**config.mk**
```make
export PLATFORM = sky130hd
export DESIGN_NAME = periplex_uart_rx_scheduler_flat
export DESIGN_NICKNAME = d
export VERILOG_FILES = /design/src/rtl/periplex_uart_rx_scheduler_if.sv /design/src/rtl/periplex_uart_rx_scheduler.sv /design/src/flat_wrapper.sv
export SDC_FILE = /design/constraint.sdc
export NUM_CORES = 1
export LEC_CHECK = 0
export ABC_CLOCK_PERIOD_IN_PS = 3080
export BUFFER_PORTS_ARGS = -buffer_cell sky130_fd_sc_hd__buf_2
export CAP_MARGIN = 20
export CORE_MARGIN = 1
export CORE_UTILIZATION = 29
export CTS_CLUSTER_DIAMETER = 60
export CTS_CLUSTER_SIZE = 25
export DETAILED_ROUTE_END_ITERATION = 16
export PLACE_DENSITY = 0.55
export SLEW_MARGIN = 20
export SYNTH_ARGS = -nofsm -noshare
export SYNTH_HDL_FRONTEND = slang
export SYNTH_SLANG_ARGS = --single-unit
```
**constraint.sdc**
```tcl
create_clock -name clk1 -period 3.08 [get_ports clk1]
set_clock_uncertainty 0.2 [all_clocks]
set_input_delay 0.154 -clock clk1 [delete_from_list [all_inputs] [get_ports clk1]]
set_output_delay 0.154 -clock clk1 [all_outputs]
set_load 0.02 [all_outputs]
```
**src/rtl/periplex_uart_rx_scheduler_if.sv**
```systemverilog
// ---------------------------------------------------------------------------
// periplex_uart_rx_scheduler_if
// Bundles the receive-side, transmit-side and status signals of the
// UART receive scheduler.
//   rx_data  [8*NUM_CH] received bytes, channel i at [8*i+7:8*i]
//   rx_valid [NUM_CH]   one-cycle strobe per channel
//   tx_data  [8]        byte to the shared test-UART transmitter
//   tx_valid            tx_data valid
//   tx_ready            transmitter accepts tx_data this cycle
//   ovf_clr             clears all overflow flags
//   ovf      [NUM_CH]   sticky per-channel overflow flags
//   hold                flow-control: some FIFO at/above the hold level
//   led                 OR of all overflow flags
// slave  = scheduler side, master = environment side.
// ---------------------------------------------------------------------------
interface periplex_uart_rx_scheduler_if #(
  parameter int NUM_CH = 3
);
  logic [8*NUM_CH-1:0] rx_data;
  logic [NUM_CH-1:0]   rx_valid;
  logic [7:0]          tx_data;
  logic                tx_valid;
  logic                tx_ready;
  logic                ovf_clr;
  logic [NUM_CH-1:0]   ovf;
  logic                hold;
  logic                led;

  modport slave (
    input  rx_data, rx_valid, tx_ready, ovf_clr,
    output tx_data, tx_valid, ovf, hold, led
  );

  modport master (
    output rx_data, rx_valid, tx_ready, ovf_clr,
    input  tx_data, tx_valid, ovf, hold, led
  );
endinterface

```
**src/rtl/periplex_uart_rx_scheduler.sv**
```systemverilog
// ---------------------------------------------------------------------------
// periplex_uart_rx_scheduler
// Shares one test-UART transmitter among NUM_CH UART receivers. Each
// received byte is buffered in a per-channel FIFO; a round-robin scheduler
// sends every byte as a two-byte frame {HDR_TAG, ch} followed by the data.
// Ports:
//   clk1  sole clock, rising edge
//   rst   synchronous reset, active-high
//   bus   scheduler side of periplex_uart_rx_scheduler_if (see that file)
// ---------------------------------------------------------------------------
module periplex_uart_rx_scheduler #(
  parameter int         NUM_CH     = 3,
  parameter int         FIFO_DEPTH = 4,
  parameter int         HOLD_LEVEL = 3,
  parameter logic [5:0] HDR_TAG    = 6'b101010
) (
  input  logic                            clk1,
  input  logic                            rst,
  periplex_uart_rx_scheduler_if.slave     bus
);

  localparam int PW = $clog2(FIFO_DEPTH);
  localparam int CW = $clog2(FIFO_DEPTH + 1);

  typedef logic [PW-1:0] ptr_t;
  typedef logic [CW-1:0] cnt_t;
  typedef enum logic [1:0] {IDLE, HDR, DATA} state_t;

  // FIFO storage and bookkeeping
  logic [7:0]        mem_q    [NUM_CH][FIFO_DEPTH];
  ptr_t              wr_ptr_q [NUM_CH];
  ptr_t              rd_ptr_q [NUM_CH];
  cnt_t              cnt_q    [NUM_CH];
  cnt_t              cnt_d    [NUM_CH];
  logic [NUM_CH-1:0] push, pop, ovf_set;
  logic [NUM_CH-1:0] ovf_q, ovf_d;
  logic              hold_q, hold_d;
  logic [7:0]        head_data;

  // Scheduler state
  state_t     state_q;
  logic [1:0] ch_q;
  logic [1:0] last_grant_q;
  logic [7:0] tx_data_q;
  logic       tx_valid_q;
  logic       grant_vld;
  logic [1:0] grant_ch;

  // Push/pop decode. Fullness is judged on the registered count, so a pop
  // of the same channel in the same cycle never rescues an incoming byte.
  always_comb begin
    // NOTE: every output gets a default before any branch, so no latch is inferred.
    push      = '0;
    pop       = '0;
    ovf_set   = '0;
    hold_d    = 1'b0;
    head_data = 8'h00;
    for (int i = 0; i < NUM_CH; i++) begin
      push[i]    = bus.rx_valid[i] && (cnt_q[i] != cnt_t'(FIFO_DEPTH));
      ovf_set[i] = bus.rx_valid[i] && (cnt_q[i] == cnt_t'(FIFO_DEPTH));
      pop[i]     = (state_q == DATA) && bus.tx_ready && (ch_q == 2'(i));
      cnt_d[i]   = cnt_q[i] + cnt_t'(push[i]) - cnt_t'(pop[i]);
      if (cnt_d[i] >= cnt_t'(HOLD_LEVEL)) hold_d = 1'b1;
      if (ch_q == 2'(i)) head_data = mem_q[i][rd_ptr_q[i]];
    end
    // A new overflow in the same cycle as a clear leaves the flag set.
    ovf_d = ovf_set | (ovf_q & ~{NUM_CH{bus.ovf_clr}});
  end

  // Round-robin: first non-empty channel after the last one served.
  always_comb begin
    grant_vld = 1'b0;
    grant_ch  = 2'd0;
    for (int k = 1; k <= NUM_CH; k++) begin
      if (!grant_vld && (cnt_q[(int'(last_grant_q) + k) % NUM_CH] != '0)) begin
        grant_vld = 1'b1;
        grant_ch  = 2'((int'(last_grant_q) + k) % NUM_CH);
      end
    end
  end

  // NOTE: the data array has no reset; stale contents are unreachable
  // because the pointers and counts are reset.
  always_ff @(posedge clk1) begin
    for (int i = 0; i < NUM_CH; i++) begin
      if (push[i]) mem_q[i][wr_ptr_q[i]] <= bus.rx_data[8*i +: 8];
    end
  end

  // NOTE: sequential state uses non-blocking assignments only.
  always_ff @(posedge clk1) begin
    if (rst) begin
      for (int i = 0; i < NUM_CH; i++) begin
        wr_ptr_q[i] <= '0;
        rd_ptr_q[i] <= '0;
        cnt_q[i]    <= '0;
      end
      ovf_q  <= '0;
      hold_q <= 1'b0;
    end else begin
      for (int i = 0; i < NUM_CH; i++) begin
        // Power-of-two depth: pointers wrap naturally.
        if (push[i]) wr_ptr_q[i] <= wr_ptr_q[i] + ptr_t'(1);
        if (pop[i])  rd_ptr_q[i] <= rd_ptr_q[i] + ptr_t'(1);
        cnt_q[i] <= cnt_d[i];
      end
      ovf_q  <= ovf_d;
      hold_q <= hold_d;
    end
  end

  // Frame FSM with registered tx outputs; outputs only move on acceptance
  // or while idle, so they are stable under backpressure.
  always_ff @(posedge clk1) begin
    if (rst) begin
      state_q      <= IDLE;
      ch_q         <= 2'd0;
      last_grant_q <= 2'(NUM_CH - 1);
      tx_data_q    <= 8'h00;
      tx_valid_q   <= 1'b0;
    end else begin
      case (state_q)
        IDLE: begin
          if (grant_vld) begin
            ch_q       <= grant_ch;
            tx_data_q  <= {HDR_TAG, grant_ch};
            tx_valid_q <= 1'b1;
            state_q    <= HDR;
          end
        end
        HDR: begin
          if (bus.tx_ready) begin
            tx_data_q <= head_data;
            state_q   <= DATA;
          end
        end
        DATA: begin
          // The FIFO pop happens in the same cycle (see pop decode).
          if (bus.tx_ready) begin
            last_grant_q <= ch_q;
            tx_data_q    <= 8'h00;
            tx_valid_q   <= 1'b0;
            state_q      <= IDLE;
          end
        end
        default: state_q <= IDLE;
      endcase
    end
  end

  assign bus.tx_data  = tx_data_q;
  assign bus.tx_valid = tx_valid_q;
  assign bus.ovf      = ovf_q;
  assign bus.hold     = hold_q;
  assign bus.led      = |ovf_q;

endmodule
```
**src/flat_wrapper.sv**
```systemverilog
// flat-port wrapper written by rule: the top's interface ports become plain ports
module periplex_uart_rx_scheduler_flat 
#(
  parameter int         NUM_CH     = 3,
  parameter int         FIFO_DEPTH = 4,
  parameter int         HOLD_LEVEL = 3,
  parameter logic [5:0] HDR_TAG    = 6'b101010
)
  (clk1, rst, bus_rx_data, bus_rx_valid, bus_tx_ready, bus_ovf_clr, bus_tx_data, bus_tx_valid, bus_ovf, bus_hold, bus_led);
  periplex_uart_rx_scheduler_if #(.NUM_CH(NUM_CH)) bus_i ();
  input  logic clk1;
  input  logic rst;
  input wire logic [$bits(bus_i.rx_data)-1:0] bus_rx_data;
  input wire logic [$bits(bus_i.rx_valid)-1:0] bus_rx_valid;
  input wire logic [$bits(bus_i.tx_ready)-1:0] bus_tx_ready;
  input wire logic [$bits(bus_i.ovf_clr)-1:0] bus_ovf_clr;
  output wire logic [$bits(bus_i.tx_data)-1:0] bus_tx_data;
  output wire logic [$bits(bus_i.tx_valid)-1:0] bus_tx_valid;
  output wire logic [$bits(bus_i.ovf)-1:0] bus_ovf;
  output wire logic [$bits(bus_i.hold)-1:0] bus_hold;
  output wire logic [$bits(bus_i.led)-1:0] bus_led;
  assign bus_i.rx_data = bus_rx_data;
  assign bus_i.rx_valid = bus_rx_valid;
  assign bus_i.tx_ready = bus_tx_ready;
  assign bus_i.ovf_clr = bus_ovf_clr;
  assign bus_tx_data = bus_i.tx_data;
  assign bus_tx_valid = bus_i.tx_valid;
  assign bus_ovf = bus_i.ovf;
  assign bus_hold = bus_i.hold;
  assign bus_led = bus_i.led;
  periplex_uart_rx_scheduler #(.NUM_CH(NUM_CH), .FIFO_DEPTH(FIFO_DEPTH), .HOLD_LEVEL(HOLD_LEVEL), .HDR_TAG(HDR_TAG)) u_core (.clk1(clk1), .rst(rst), .bus(bus_i));
endmodule
```
### Yosys cells after proc, flatten, opt, wreduce, memory -nomap -nowiden

Memory sizes are Yosys's and may differ from the RTL's.
Index checks and enable logic that the tools add are counted.

* bitwise gates (word level): 18
* add/sub/neg operators: 15
* reductions and logical operators: 30
* multiplexer cells: 71
* magnitude comparators: 12
* divide/modulo/power cells: 3
* equal/unequal tests: 13

Operators by type and width (number)
* $mux 8: 15
* $mod 32x3->32 const B: 3
* $mux 32: 3
* $bmux 8 s2: 3
* $demux 8 s2: 3
* $mux 1: 29
* $mux 2: 12
* $pmux 8 s3: 1
* $ge 3x3->1 const B: 6
* $not 2->3: 6
* $logic_and 1x1->1: 15
* $add 2x1->2 const B: 6
* $reduce_bool 3->1: 4
* $add 3x1->3: 3
* $eq 3x3->1 const B: 3
* $ge 3x2->1 const B: 3
* $lt 3x1->1 const B: 3
* $mux 3: 3
* $ne 3x3->1 const B: 3
* $or 1x1->1: 9
* $sub 3x1->3: 3
* $add 2x2->3 const B: 2
* $pmux 2 s3: 1
* $reduce_and 3->1: 2
* 15 further kinds: 21

* memory bits (writable): 117
* memories: 4
* input port bits: 31
* word-level logic and storage cells: 173
* register bits: 19

Memories
* u_core.mem_q: words 3, width 32, rd ports 3, clocked after memory_dff 0, wr ports 3, RTL line periplex_uart_rx_scheduler.sv:30 `logic [7:0] mem_q [NUM_CH][FIFO_DEPTH];`
* u_core.cnt_q: words 3, width 3, rd ports 6, clocked after memory_dff 0, wr ports 3, RTL line periplex_uart_rx_scheduler.sv:33 `cnt_t cnt_q [NUM_CH];`
* u_core.rd_ptr_q: words 3, width 2, rd ports 3, clocked after memory_dff 0, wr ports 3, RTL line periplex_uart_rx_scheduler.sv:32 `ptr_t rd_ptr_q [NUM_CH];`
* u_core.wr_ptr_q: words 3, width 2, rd ports 3, clocked after memory_dff 0, wr ports 3, RTL line periplex_uart_rx_scheduler.sv:31 `ptr_t wr_ptr_q [NUM_CH];`

### Depth between registers and ports, before layout

An unclocked memory read counts as a cell.

* depth after elaboration: 13
* depth in mapped cells: 10
* gate-level depth less buffers: 10

### Least setup slack after synthesis

OpenSTA, ideal clock, no wires.

* path type: register to register
* from: register u_core.state_q[0]
* to: register u_core.hold_q (netlist: u_core.bus.hold)
* setup slack: 0.516 ns
* buffers on the path: 0
* clock period less this slack: 2.564 ns
* data arrival time: 2.227 ns
* required time: 2.743 ns
* stages on the path, launching flop included: 10
* path through: dfxtp_1 -> inv_1 -> ha_1 -> nand2_1 -> or3_1 -> nand2_1 -> ha_1 -> fa_1 -> a222oi_1 -> a41oi_1

RTL lines
* start, declared: RTL line periplex_uart_rx_scheduler.sv:41 `state_t state_q;`
* start signal, assigned: RTL line periplex_uart_rx_scheduler.sv:116 `state_q <= IDLE;`
* start signal, assigned: RTL line periplex_uart_rx_scheduler.sv:128 `state_q <= HDR;`
* start signal, assigned: RTL line periplex_uart_rx_scheduler.sv:134 `state_q <= DATA;`
* end signal, assigned: RTL line periplex_uart_rx_scheduler.sv:108 `hold_q <= hold_d;`
* end, declared: RTL line periplex_uart_rx_scheduler.sv:37 `logic hold_q, hold_d;`

==> results.py <==
metrics = {
    "critical_path": {
        "r2r_cells": 9,
        "endpoint": "u_core.bus.hold",
        "cp-start-kind": "flip-flop",
        "critPathLaunch": "u_core.state_q[0]",
        "required_ns": 3.17,
        "worstSetupEndpointType": "flip-flop",
        "crit_arrival_ns": 2.82,
        "rrSetupSlack_ns": 0.35,
        "critPathMaxFanout": 8,
        "r2r_end": "u_core.bus.hold",
        "r2r-start": "u_core.state_q[0]",
        "critPathKind": "reg -> reg",
    },
    "final_layout": {
        "layout_common_cells": "edfxtp_1, buf_2, dlygate4sd3_1",
        "nNetsFinal": 545,
        "area_growth_syn_to_layout_pct": 23.7,
        "layout_commonest_cell": "edfxtp_1",
        "insertedDiodeCount": 0,
        "drive_gt1_share_pct": 24.0,
    },
    "route": {
        "vias_per_cell": 4.62,
        "wl_met3_um": 720,
        "drc": 0,
        "postRouteAntennaNets": 0,
        "first_pass_iters": 5,
        "detail_route.wl_per_cell_um": 16.4,
        "initialDrtViolationCount": 146,
        "highest_layer": "met4",
        "wl_met2_um": 5960,
        "vias": 3564,
        "wl_um": 12600,
        "met1Wirelength_um": 5750,
    },
    "clock_tree": {
        "cts_sinks": 136,
        "clock_path_buffers": 2,
        "cts-root-buf": "clkbuf_16",
        "cts_tree": "built",
        "cts_buffers": 17,
        "post_cts_buffers": 0,
        "cts_resized": 0,
        "clock_latency_ns": 0.42,
        "cts.htree.levels": 4,
        "clk_pin_slew_ns": 0.06,
    },
    "worst_hold_path": {
        "hold_path_class": "reg -> reg",
        "holdPathStages": 2,
        "worstHoldStart": "u_core.bus.tx_data[1]",
    },
    "synth": {
        "syn_inst": 401,
        "ys.flop_type": "edfxtp_1",
        "syn_area_um2": 5990,
        "ys_async_sr_fraction_pct": 0,
        "synth.avg_cell_area_um2": 14.9,
        "yosysSeqAreaShare_pct": 63.5,
        "yosys_warnings": 0,
        "synth.distinct_cells": 52,
        "synth-edff-count": 108,
        "ys_seq_elements": 136,
        "syn_nets": 457,
    },
    "global_routing": {
        "grt_antenna_before_repair": 0,
        "track_usage_pct": 12.9,
        "grt_pass1_vias": 3707,
        "grt_pass1_wl_um": 20300,
        "grt_max_degree": 28,
        "grt_overflow": 0,
    },
    "sta": {
        "fin_crit_sh_pct": 88.8,
        "period_minus_slack_ns": 2.73,
        "tightestPinTransition_ns": 0.612,
        "fin_tns_setup_ns": 0,
        "maxSlewViolCount": 0,
        "fmax_mhz": 366,
        "setup_slack_ns": 0.346,
        "rsz0062_at_grt": "false",
        "setup_viol": 0,
        "max-slew-margin-rel_pct": 59.2,
        "hold_viol_final": 0,
    },
    "die": {
        "core-area_um2": 20200,
        "start_util_pct": 29.6,
        "io_pins": 45,
        "die_y_um": 146,
        "die_x_um": 146,
        "die_area_um2": 21200,
        "core.rowCount": 52,
    },
    "place": {
        "pre_cts_ws_ns": 0.381,
        "numPortBuffers": 44,
        "post-dp-hpwl_um": 8790,
        "gp_congestion": 0.773,
    },
    "power": {
        "power_density_nw_per_um2": 826,
        "p_leak_uw": 0.00268,
        "irDropWorstVdd_uv": 422,
    },
    "job": {
        "maxCapViolations": 0,
    },
    "run_status": {
        "status": "finished clean",
    },
}
timing repair:
item                                   4_1_cts  5_1_grt
endpoints found under the hold margin      101        0
setup endpoints to repair                    0        0
hold buffers                                32        0
power breakdown:
group          switching [uW]  total (uW)  internal, uW
clock                     724        1900          1180
combinational             980        1700           725
sequential                209        2510          2300
total                    1910        6120          4210
routing by layer:
layer | global-route usage (%) | up-vias
met4 | 6.74 | 0
met5 | 0 | -
met2 | 19.7 | 92
met3 | 2.92 | 11
met1 | 17.1 | 1751
li1 | - | 1710
through the flow:
step           util [%]  cells  hold slack [ns]  power [uW]  cell area, um2
6_report           36.6    771            0.266        6120            7410
5_1_grt            36.6    771            0.286        6450            7410
4_1_cts            36.6    771            0.267        6160            7410
3_5_place_dp       32.3    708            0.171        4200            6540
3_3_place_gp       32.3    708            0.167        4160            6540
2_1_floorplan         -    401           0.0529        3730            5990
worst min path at each step:
stage                                 end  slack, ns
floorplan              u_core.mem_q[0][0]       0.05
global placement      u_core.mem_q[0][76]       0.17
detailed placement    u_core.mem_q[0][43]       0.17
CTS                   u_core.mem_q[0][92]       0.27
global route          u_core.mem_q[0][40]       0.29
finish              u_core.bus.tx_data[1]       0.27
registers in the layout (all words and copies together), names as in the netlist:
signal	flops
u_core.bus.hold	1
u_core.bus.ovf	3
u_core.bus.tx_data	8
u_core.bus.tx_valid	1
u_core.ch_q	2
u_core.cnt_q	9
u_core.last_grant_q	2
u_core.mem_q	96
u_core.rd_ptr_q	6
u_core.state_q	2
u_core.wr_ptr_q	6
cells in the mapped netlist, types with 4 or more instances:
cell type / count / share of area [%]
edfxtp_1: 108 / 54
dfxtp_1: 28 / 9.4
nor2_1: 27 / 1.7
mux4_2: 24 / 9.0
ha_1: 22 / 4.6
inv_1: 21 / 1.3
nand2_1: 16 / 1.0
and2_1: 15 / 1.6
a21oi_1: 12 / 1.0
clkbuf_1: 11 / 0.69
xnor2_1: 9 / 1.3
nor2b_1: 8 / 0.84
or2_2: 7 / 0.73
nor3_1: 6 / 0.50
nor4_1: 6 / 0.63
o21ai_0: 6 / 0.50
or3_1: 5 / 0.52
a32oi_1: 4 / 0.58
mux2i_1: 4 / 0.67
nand3_1: 4 / 0.33
worst max-delay path, stage by stage, from the launching register on:
cell      delay, ns
dfxtp_1        0.33
inv_1          0.10
ha_1           0.17
nand2_1        0.17
nor3_1         0.33
xor2_1         0.12
ha_1           0.22
fa_1           0.45
a222oi_1       0.36
a41oi_1        0.16
area by class of cell:
class	count	area, um2
well taps	270	338
multi-input cells	227	2020
inverters	21	78.8
flip-flops and latches	136	3800
clock inverters	9	103
fillers	1911	12800
repair buffers	86	616
clock buffers	22	444
cells by family after synthesis:
group           Yosys count  synth area share, %
flops                   136                 63.5
buf+inv                  38                 2.70
simple gates            107                 9.67
xor+xnor                 10                 1.46
fa+ha+maj                25                 5.60
mux                      28                 9.69
compound gates           57                 7.35
Note: power is estimated with default switching activity, not from simulation.
